[src/rtl/pll_reset_sequencer_if.sv]
// pll_reset_sequencer_if: lock input and reset/status outputs of the PLL reset sequencer
interface pll_reset_sequencer_if;
  logic locked;
  logic sys_reset;
  logic ready;
  logic lock_lost;
  logic [7:0] loss_count;
  modport master(input locked, output sys_reset, ready, lock_lost, loss_count);
  modport slave(output locked, input sys_reset, ready, lock_lost, loss_count);
endinterface

[src/rtl/pll_reset_sequencer.sv]
// pll_reset_sequencer: turns the PLL locked flag into a synchronously released system reset
module pll_reset_sequencer #(
  parameter int SYNC_STAGES = 2,
  parameter int LOCK_CYCLES = 1024,
  parameter int HOLD_CYCLES = 16
) (
  input logic clock,
  input logic reset_n,
  pll_reset_sequencer_if.master bus
);
  localparam int MAXC = LOCK_CYCLES > HOLD_CYCLES ? LOCK_CYCLES : HOLD_CYCLES;
  localparam int CW = MAXC > 2 ? $clog2(MAXC) : 1;
  typedef enum logic [1:0] {WAIT_LOCK, STABLE, HOLD, RUN} state_t;
  state_t state, state_nxt;
  logic [SYNC_STAGES-1:0] sync;
  logic [CW-1:0] cnt, cnt_nxt;
  logic lock_s, lost_nxt;
  assign lock_s = sync[SYNC_STAGES-1];
  always_ff @(posedge clock or negedge reset_n)
    if (!reset_n) sync <= '0;
    else sync <= {sync[SYNC_STAGES-2:0], bus.locked};
  always_comb begin
    state_nxt = state;
    lost_nxt = 1'b0;
    case (state)
      WAIT_LOCK: state_nxt = lock_s ? STABLE : WAIT_LOCK;
      STABLE: state_nxt = !lock_s ? WAIT_LOCK : cnt == CW'(LOCK_CYCLES - 1) ? HOLD : STABLE;
      HOLD: begin
        state_nxt = !lock_s ? WAIT_LOCK : cnt == CW'(HOLD_CYCLES - 1) ? RUN : HOLD;
        lost_nxt = !lock_s;
      end
      default: begin
        state_nxt = lock_s ? RUN : WAIT_LOCK;
        lost_nxt = !lock_s;
      end
    endcase
    // counter restarts on every state entry and only advances while timing
    cnt_nxt = state_nxt != state ? '0 : (state == STABLE || state == HOLD) ? cnt + 1'b1 : cnt;
  end
  always_ff @(posedge clock or negedge reset_n)
    if (!reset_n) begin
      state <= WAIT_LOCK;
      cnt <= '0;
      bus.sys_reset <= 1'b1;
      bus.ready <= 1'b0;
      bus.lock_lost <= 1'b0;
      bus.loss_count <= 8'd0;
    end else begin
      state <= state_nxt;
      cnt <= cnt_nxt;
      bus.sys_reset <= state_nxt != RUN;
      bus.ready <= state_nxt == RUN;
      bus.lock_lost <= lost_nxt;
      if (lost_nxt && ~&bus.loss_count) bus.loss_count <= bus.loss_count + 8'd1;
    end
endmodule

[src/flat_wrapper.sv]
// flat-port wrapper written by rule: the top's interface ports become plain ports
module pll_reset_sequencer_flat 
#(
  parameter int SYNC_STAGES = 2,
  parameter int LOCK_CYCLES = 1024,
  parameter int HOLD_CYCLES = 16
)
  (clock, reset_n, bus_locked, bus_sys_reset, bus_ready, bus_lock_lost, bus_loss_count);
  pll_reset_sequencer_if bus_i ();
  input logic clock;
  input logic reset_n;
  input wire logic [$bits(bus_i.locked)-1:0] bus_locked;
  output wire logic [$bits(bus_i.sys_reset)-1:0] bus_sys_reset;
  output wire logic [$bits(bus_i.ready)-1:0] bus_ready;
  output wire logic [$bits(bus_i.lock_lost)-1:0] bus_lock_lost;
  output wire logic [$bits(bus_i.loss_count)-1:0] bus_loss_count;
  assign bus_i.locked = bus_locked;
  assign bus_sys_reset = bus_i.sys_reset;
  assign bus_ready = bus_i.ready;
  assign bus_lock_lost = bus_i.lock_lost;
  assign bus_loss_count = bus_i.loss_count;
  pll_reset_sequencer #(.SYNC_STAGES(SYNC_STAGES), .LOCK_CYCLES(LOCK_CYCLES), .HOLD_CYCLES(HOLD_CYCLES)) u_core (.clock(clock), .reset_n(reset_n), .bus(bus_i));
endmodule
[config.mk]
export PLATFORM = sky130hd
export DESIGN_NAME = pll_reset_sequencer_flat
export DESIGN_NICKNAME = d
export VERILOG_FILES = /design/src/rtl/pll_reset_sequencer_if.sv /design/src/rtl/pll_reset_sequencer.sv /design/src/flat_wrapper.sv
export SDC_FILE = /design/constraint.sdc
export NUM_CORES = 1
export LEC_CHECK = 0
export BUFFER_PORTS_ARGS = -buffer_cell sky130_fd_sc_hd__clkbuf_2
export CAP_MARGIN = 20
export CORE_MARGIN = 4
export CORE_UTILIZATION = 60
export CTS_CLUSTER_DIAMETER = 80
export DETAILED_ROUTE_END_ITERATION = 8
export GPL_TIMING_DRIVEN = 0
export HOLD_SLACK_MARGIN = 0.06
export PLACE_DENSITY = 0.87
export SLEW_MARGIN = 5
export SYNTH_ARGS = -nofsm -noshare
export SYNTH_HDL_FRONTEND = slang
export SYNTH_SLANG_ARGS = --single-unit
[constraint.sdc]
create_clock -name clock -period 3.04 [get_ports clock]
set_input_delay 0.152 -clock clock [delete_from_list [all_inputs] [get_ports clock]]
set_output_delay 0.152 -clock clock [all_outputs]
set_load 0.01 [all_outputs]
Word-level counts from Yosys, hierarchy flattened. Cells that the tools add are included.

Output and inout bits: 11. Input bits: 3. Register bits after elaboration: 25. Word-level logic and storage cells: 34.

Reductions and logical operators: 8. Equality and inequality tests: 7. Add/subtract/negate cells: 2. Mux-type cells: 10.

Operators with widths (number): 10-bit 2-to-1 mux (2); 10-bit by 1-bit adder with 10-bit output (second input constant) (1); 10-bit equality test (second input constant) (1); 10-bit by 4-bit equality test with 1-bit output (second input constant) (1); 8-bit by 1-bit adder with 8-bit output (second input constant) (1); 2-bit 2-to-1 mux (4); 8-bit AND reduction (1); 2-bit case mux with 3 select lines (1); 2-bit equality test (second input constant) (2); 1-bit 2-to-1 mux (3); 2-bit by 1-bit equality test with 1-bit output (second input constant) (1); 1-bit logical NOT (2); 2-bit logical NOT (1); 2-bit inequality test (1); 2-bit inequality test (second input constant) (1); 2-bit nonzero test (1); 2-bit OR reduction (1); 1-bit logical AND (1); 1-bit logical OR (1).

Logic depth before layout (Yosys ltp).
Depth after elaboration: 6. Mapped depth: 8. Mapped depth without buffers: 8.

Least setup slack after synthesis. No wires, ideal clock.

Path kind: reg-to-reg. Start point: reg u_core.state[1]. End point: reg u_core.bus.loss_count[7]. Data required time: 2915 ps. Path buffers: 0. Arrival time: 1661 ps. Setup slack: 1254 ps. Clock period less this slack: 1786 ps. Cell stages (with the launch flop): 9. Library setup time: 125 ps. Path through: dfrtp_1 -> inv_1 -> ha_1 -> or3_1 -> inv_1 -> nand4_1 -> a21oi_1 -> nand3_1 -> xnor2_1.

Cells in the longest elaborated chain, start to end: 4. Elaborated cells on any way between the ends: 5. Classes of those cells: 1 x eq/ne; 1 x mux; 3 x reduce/logical.

Ends and longest elaborated chain: start, declared (line pll_reset_sequencer.sv:14) `state_t state, state_nxt;`; start signal, assigned (line pll_reset_sequencer.sv:49) `state <= state_nxt;`; 2-bit by 1-bit equality test with 1-bit output or 2-bit logical NOT (tied branches) (line pll_reset_sequencer.sv:25) `case (state)`; 2-bit OR reduction (no source line) *; 1-bit 2-to-1 mux *; net u_core.lost_nxt (line pll_reset_sequencer.sv:17) `logic lock_s, lost_nxt;`; 1-bit logical AND * (line pll_reset_sequencer.sv:54) `if (lost_nxt && ~&bus.loss_count) bus.loss_count <= bus.loss_count + 8'd1;`; end signal, assigned (line pll_reset_sequencer.sv:54); end, declared (line pll_reset_sequencer_if.sv:8) `modport master(input locked, output sys_reset, ready, lock_lost, loss_count);`.

Mark *: on every way through the listed nets, which the timed path passes. The rest lies on a longest branch. A chain may end at the register's enable or synchronous reset.

Worst setup path in the final report.
Start point: reg u_core.state[1]. End point: reg u_core.bus.loss_count[5].

Same word-level chain as after synthesis.

==> impl_metrics.ini <==
[floorplanning]
dieArea_um2 = 2860
core-area_um2 = 1960
num_io_pins = 14
die_y_um = 53.5
die_w_um = 53.5
start_util_pct = 63.3
rows = 16

[place]
dp_hpwl_um = 1610
port_buffers = 13
dp_cells = 156
place_congestion = 0.821

[setup_path]
max_stage_delay_ns = 0.46
cpMaxStageDelayCell = dfrtp_1
worstPathRequired_ns = 3.25
startpoint = u_core.state[1]
critPathKind = reg2reg
crit_fanout = 4
reg2reg_from = u_core.state[1]
path_common_cell = inv_1
endpoint_kind = register
crit_chain = inv_1, ha_1, or3_1, inv_1, nand4_1, a21oi_1, nand3_1, xnor2_1
crit_arrival_ns = 2.27
start_kind = register

[logic_synthesis]
ys_ff_latch = 25
synth.avg_cell_area_um2 = 10.7
synthesis.nets = 125
netlist.area_leader.share_pct = 48.3
synthDistinctLibCells = 30
syn_inst = 116
yosysWarnings = 0
synth_area_leaders = dfrtp_1 (48%), xnor2_1 (8.5%), ha_1 (6.0%), nand2_1 (5.4%), nor2_1 (3.3%)
yosysSeqAreaShare_pct = 50.5
synth_area_um2 = 1240
yosys.area.top_type = dfrtp_1

[outcome]
status = complete, no violations

[clock_tree]
clock-root-buffer = clkbuf_4
cts_tree = built
h-tree-depth = 1
ctsLongestPathBuffers = 2
clkTransAtPathRegs_ns = 0.13
post_cts_resized = 0
cts_buffers = 3
clock_latency_ns = 0.31
cts.sinks = 25

[timing]
fmax_ghz = 0.485
drv_slew = 0
tightest_slew_ns = 0.600
hold_viol = 0
fin_tns_setup_ns = 0
min_period_ns = 2.06
finalCritPeriodShare_pct = 67.8
setup_viol = 0
rsz0062_at_grt = false
fin_worst_skew_ns = 0.00208
max_slew_margin_pct = 60.0

[global_routing]
grt_pass1_vias = 930
grt_pass1_wl_um = 3900
antenna_found_initial = 0
grt_max_degree = 26
grt_use_total_pct = 19.0
grt_remaining_overflow = 0

[finish]
area_growth_pct = 11.8
post_layout_nonfiller_instances = 162
final_nets = 145
drive_above_1_share_pct = 22.2
nFillCells = 163
seq_area_um2 = 627
antenna_cells = 0
multi_input_area_um2 = 582
final_util_pct = 70.8

[detailed_routing]
dr_total_vias = 882
wl_per_cell_um = 13.5
antenna_left = 0
dr.pass1.iters = 6
drc = 0
drt_wl_total_um = 2190
first_iter_violations = 28
viasPerCell = 5.44

[power]
p_per_area_nw_per_um2 = 542
leakage_uw = 0.000681
ir_drop_mv = 0.439

[hold_path]
hp-class = in2async

[run]
maxCapViolations = 0
-- synthesized netlist by cell type --
| master | instances |
|---|---|
| dfrtp_1 | 24 |
| nand2_1 | 18 |
| xnor2_1 | 12 |
| nor2_1 | 11 |
| nand3_1 | 7 |
| ha_1 | 6 |
| inv_1 | 5 |
| and3_1 | 4 |
| nand4_1 | 4 |
| xor2_1 | 3 |
| mux2_2 | 2 |
| xnor2_2 | 2 |
| a21oi_1 | 1 |
| a2bb2oi_2 | 1 |
| a311oi_2 | 1 |
| a31oi_1 | 1 |
| a41o_2 | 1 |
| and2_1 | 1 |
| and2_2 | 1 |
| and3_2 | 1 |
| and4_1 | 1 |
| and4_2 | 1 |
| buf_6 | 1 |
| clkbuf_1 | 1 |
| dfstp_2 | 1 |
| nor3b_1 | 1 |
| nor4_1 | 1 |
| o21a_1 | 1 |
| or2_2 | 1 |
| or3_1 | 1 |
-- critical path, delay by kind of cell (launching register included) --
| family | cells | cell delay, ns |
|---|---|---|
| flip-flops | 1 | 0.46 |
| adder cells (fa/ha/maj) | 1 | 0.23 |
| AO/OA/AOI/OAI | 1 | 0.29 |
| XOR/XNOR | 1 | 0.15 |
| AND/OR/NAND/NOR | 3 | 0.64 |
| buffers and inverters | 2 | 0.20 |
-- through the flow --
step | hold slack (ns) | cell area (um2) | total power, uW | setup slack (ns)
6_report | 0.368 | 1390 | 753 | 0.978
3_5_place_dp | 0.183 | 1340 | 618 | 1.01
4_1_cts | 0.369 | 1390 | 764 | 0.980
5_1_grt | 0.380 | 1390 | 808 | 0.806
3_3_place_gp | 0.182 | 1340 | 598 | 1.10
2_1_floorplan | -0.144 | 1240 | 544 | 1.25
-- metal layers --
| metal | part of all wire (%) | GRT usage [%] |
|---|---|---|
| met1 | 44 | 23.4 |
| met2 | 50 | 30.6 |
| met3 | 4.1 | 3.38 |
| met4 | 2.4 | 11.5 |
| met5 | 0 | 0 |
-- power by group --
part / switching, uW / total, uW / internal [uW]
sequential: 50.4 / 427 / 377
clock: 91.9 / 141 / 49.2
combinational: 101 / 185 / 83.9
-- flip-flops by register name (all words and copies together), names as in the netlist --
signal                 cells
u_core.cnt                10
u_core.bus.ready           1
u_core.bus.lock_lost       1
u_core.state               2
u_core.sync                2
u_core.bus.loss_count      8
u_core.bus.sys_reset       1
-- placed cells by master, fill, tap and decap left out, types with 2 or more instances in the layout --
cell,n
dlygate4sd3_1,2
dfrtp_1,24
clkbuf_2,13
clkbuf_4,3
mux2_2,2
nand4_1,4
and3_1,4
ha_1,6
xor2_1,3
nand3_1,7
nand2_1,18
xnor2_1,12
inv_1,5
nor2_1,11
xnor2_2,2
-- path summary, 6_finish.rpt --
path | end | slack (ns) | cells after the start
min in group clock | u_core.sync[1] | 0.37 | 0
setup / recovery | u_core.bus.loss_count[5] | 0.98 | 8
hold / removal | u_core.bus.loss_count[0] | 0.37 | 2
max in group asynchronous | u_core.cnt[8] | 2.29 | 2
hold reg to reg | u_core.sync[1] | 0.37 | 0
setup reg to reg | u_core.bus.loss_count[5] | 0.98 | 8
-- logic make-up (layout without fill, tap and decap cells) --
logic type / Yosys count / count (layout) / share of synthesized area (%)
adders and majority gates: 6 / 6 / 6.04
DFF: 25 / 25 / 50.5
and+or+nand+nor: 53 / 53 / 20.9
muxes: 2 / 2 / 1.81
AOI/OAI and AO/OA: 6 / 6 / 4.83
buffers and inverters: 7 / 26 / 2.72
xor gates and xnor gates: 17 / 17 / 13.2
-- area by class of cell --
type / instances / area share [%]
repair buffers: 15 / 6.13
clock buffers: 3 / 1.62
well taps: 27 / 2.43
flip-flops and latches: 25 / 45.1
multi-input cells: 84 / 41.9
clock inverters: 1 / 0.360
inverters: 5 / 1.35
plain buffers: 2 / 1.08
-- repair_timing --
item / in CTS / in global routing
buffers inserted: 0 / 0
endpoints found under the hold margin: 25 / 0
hold buffers: 2 / 0
(Power assumes the default switching activity.)
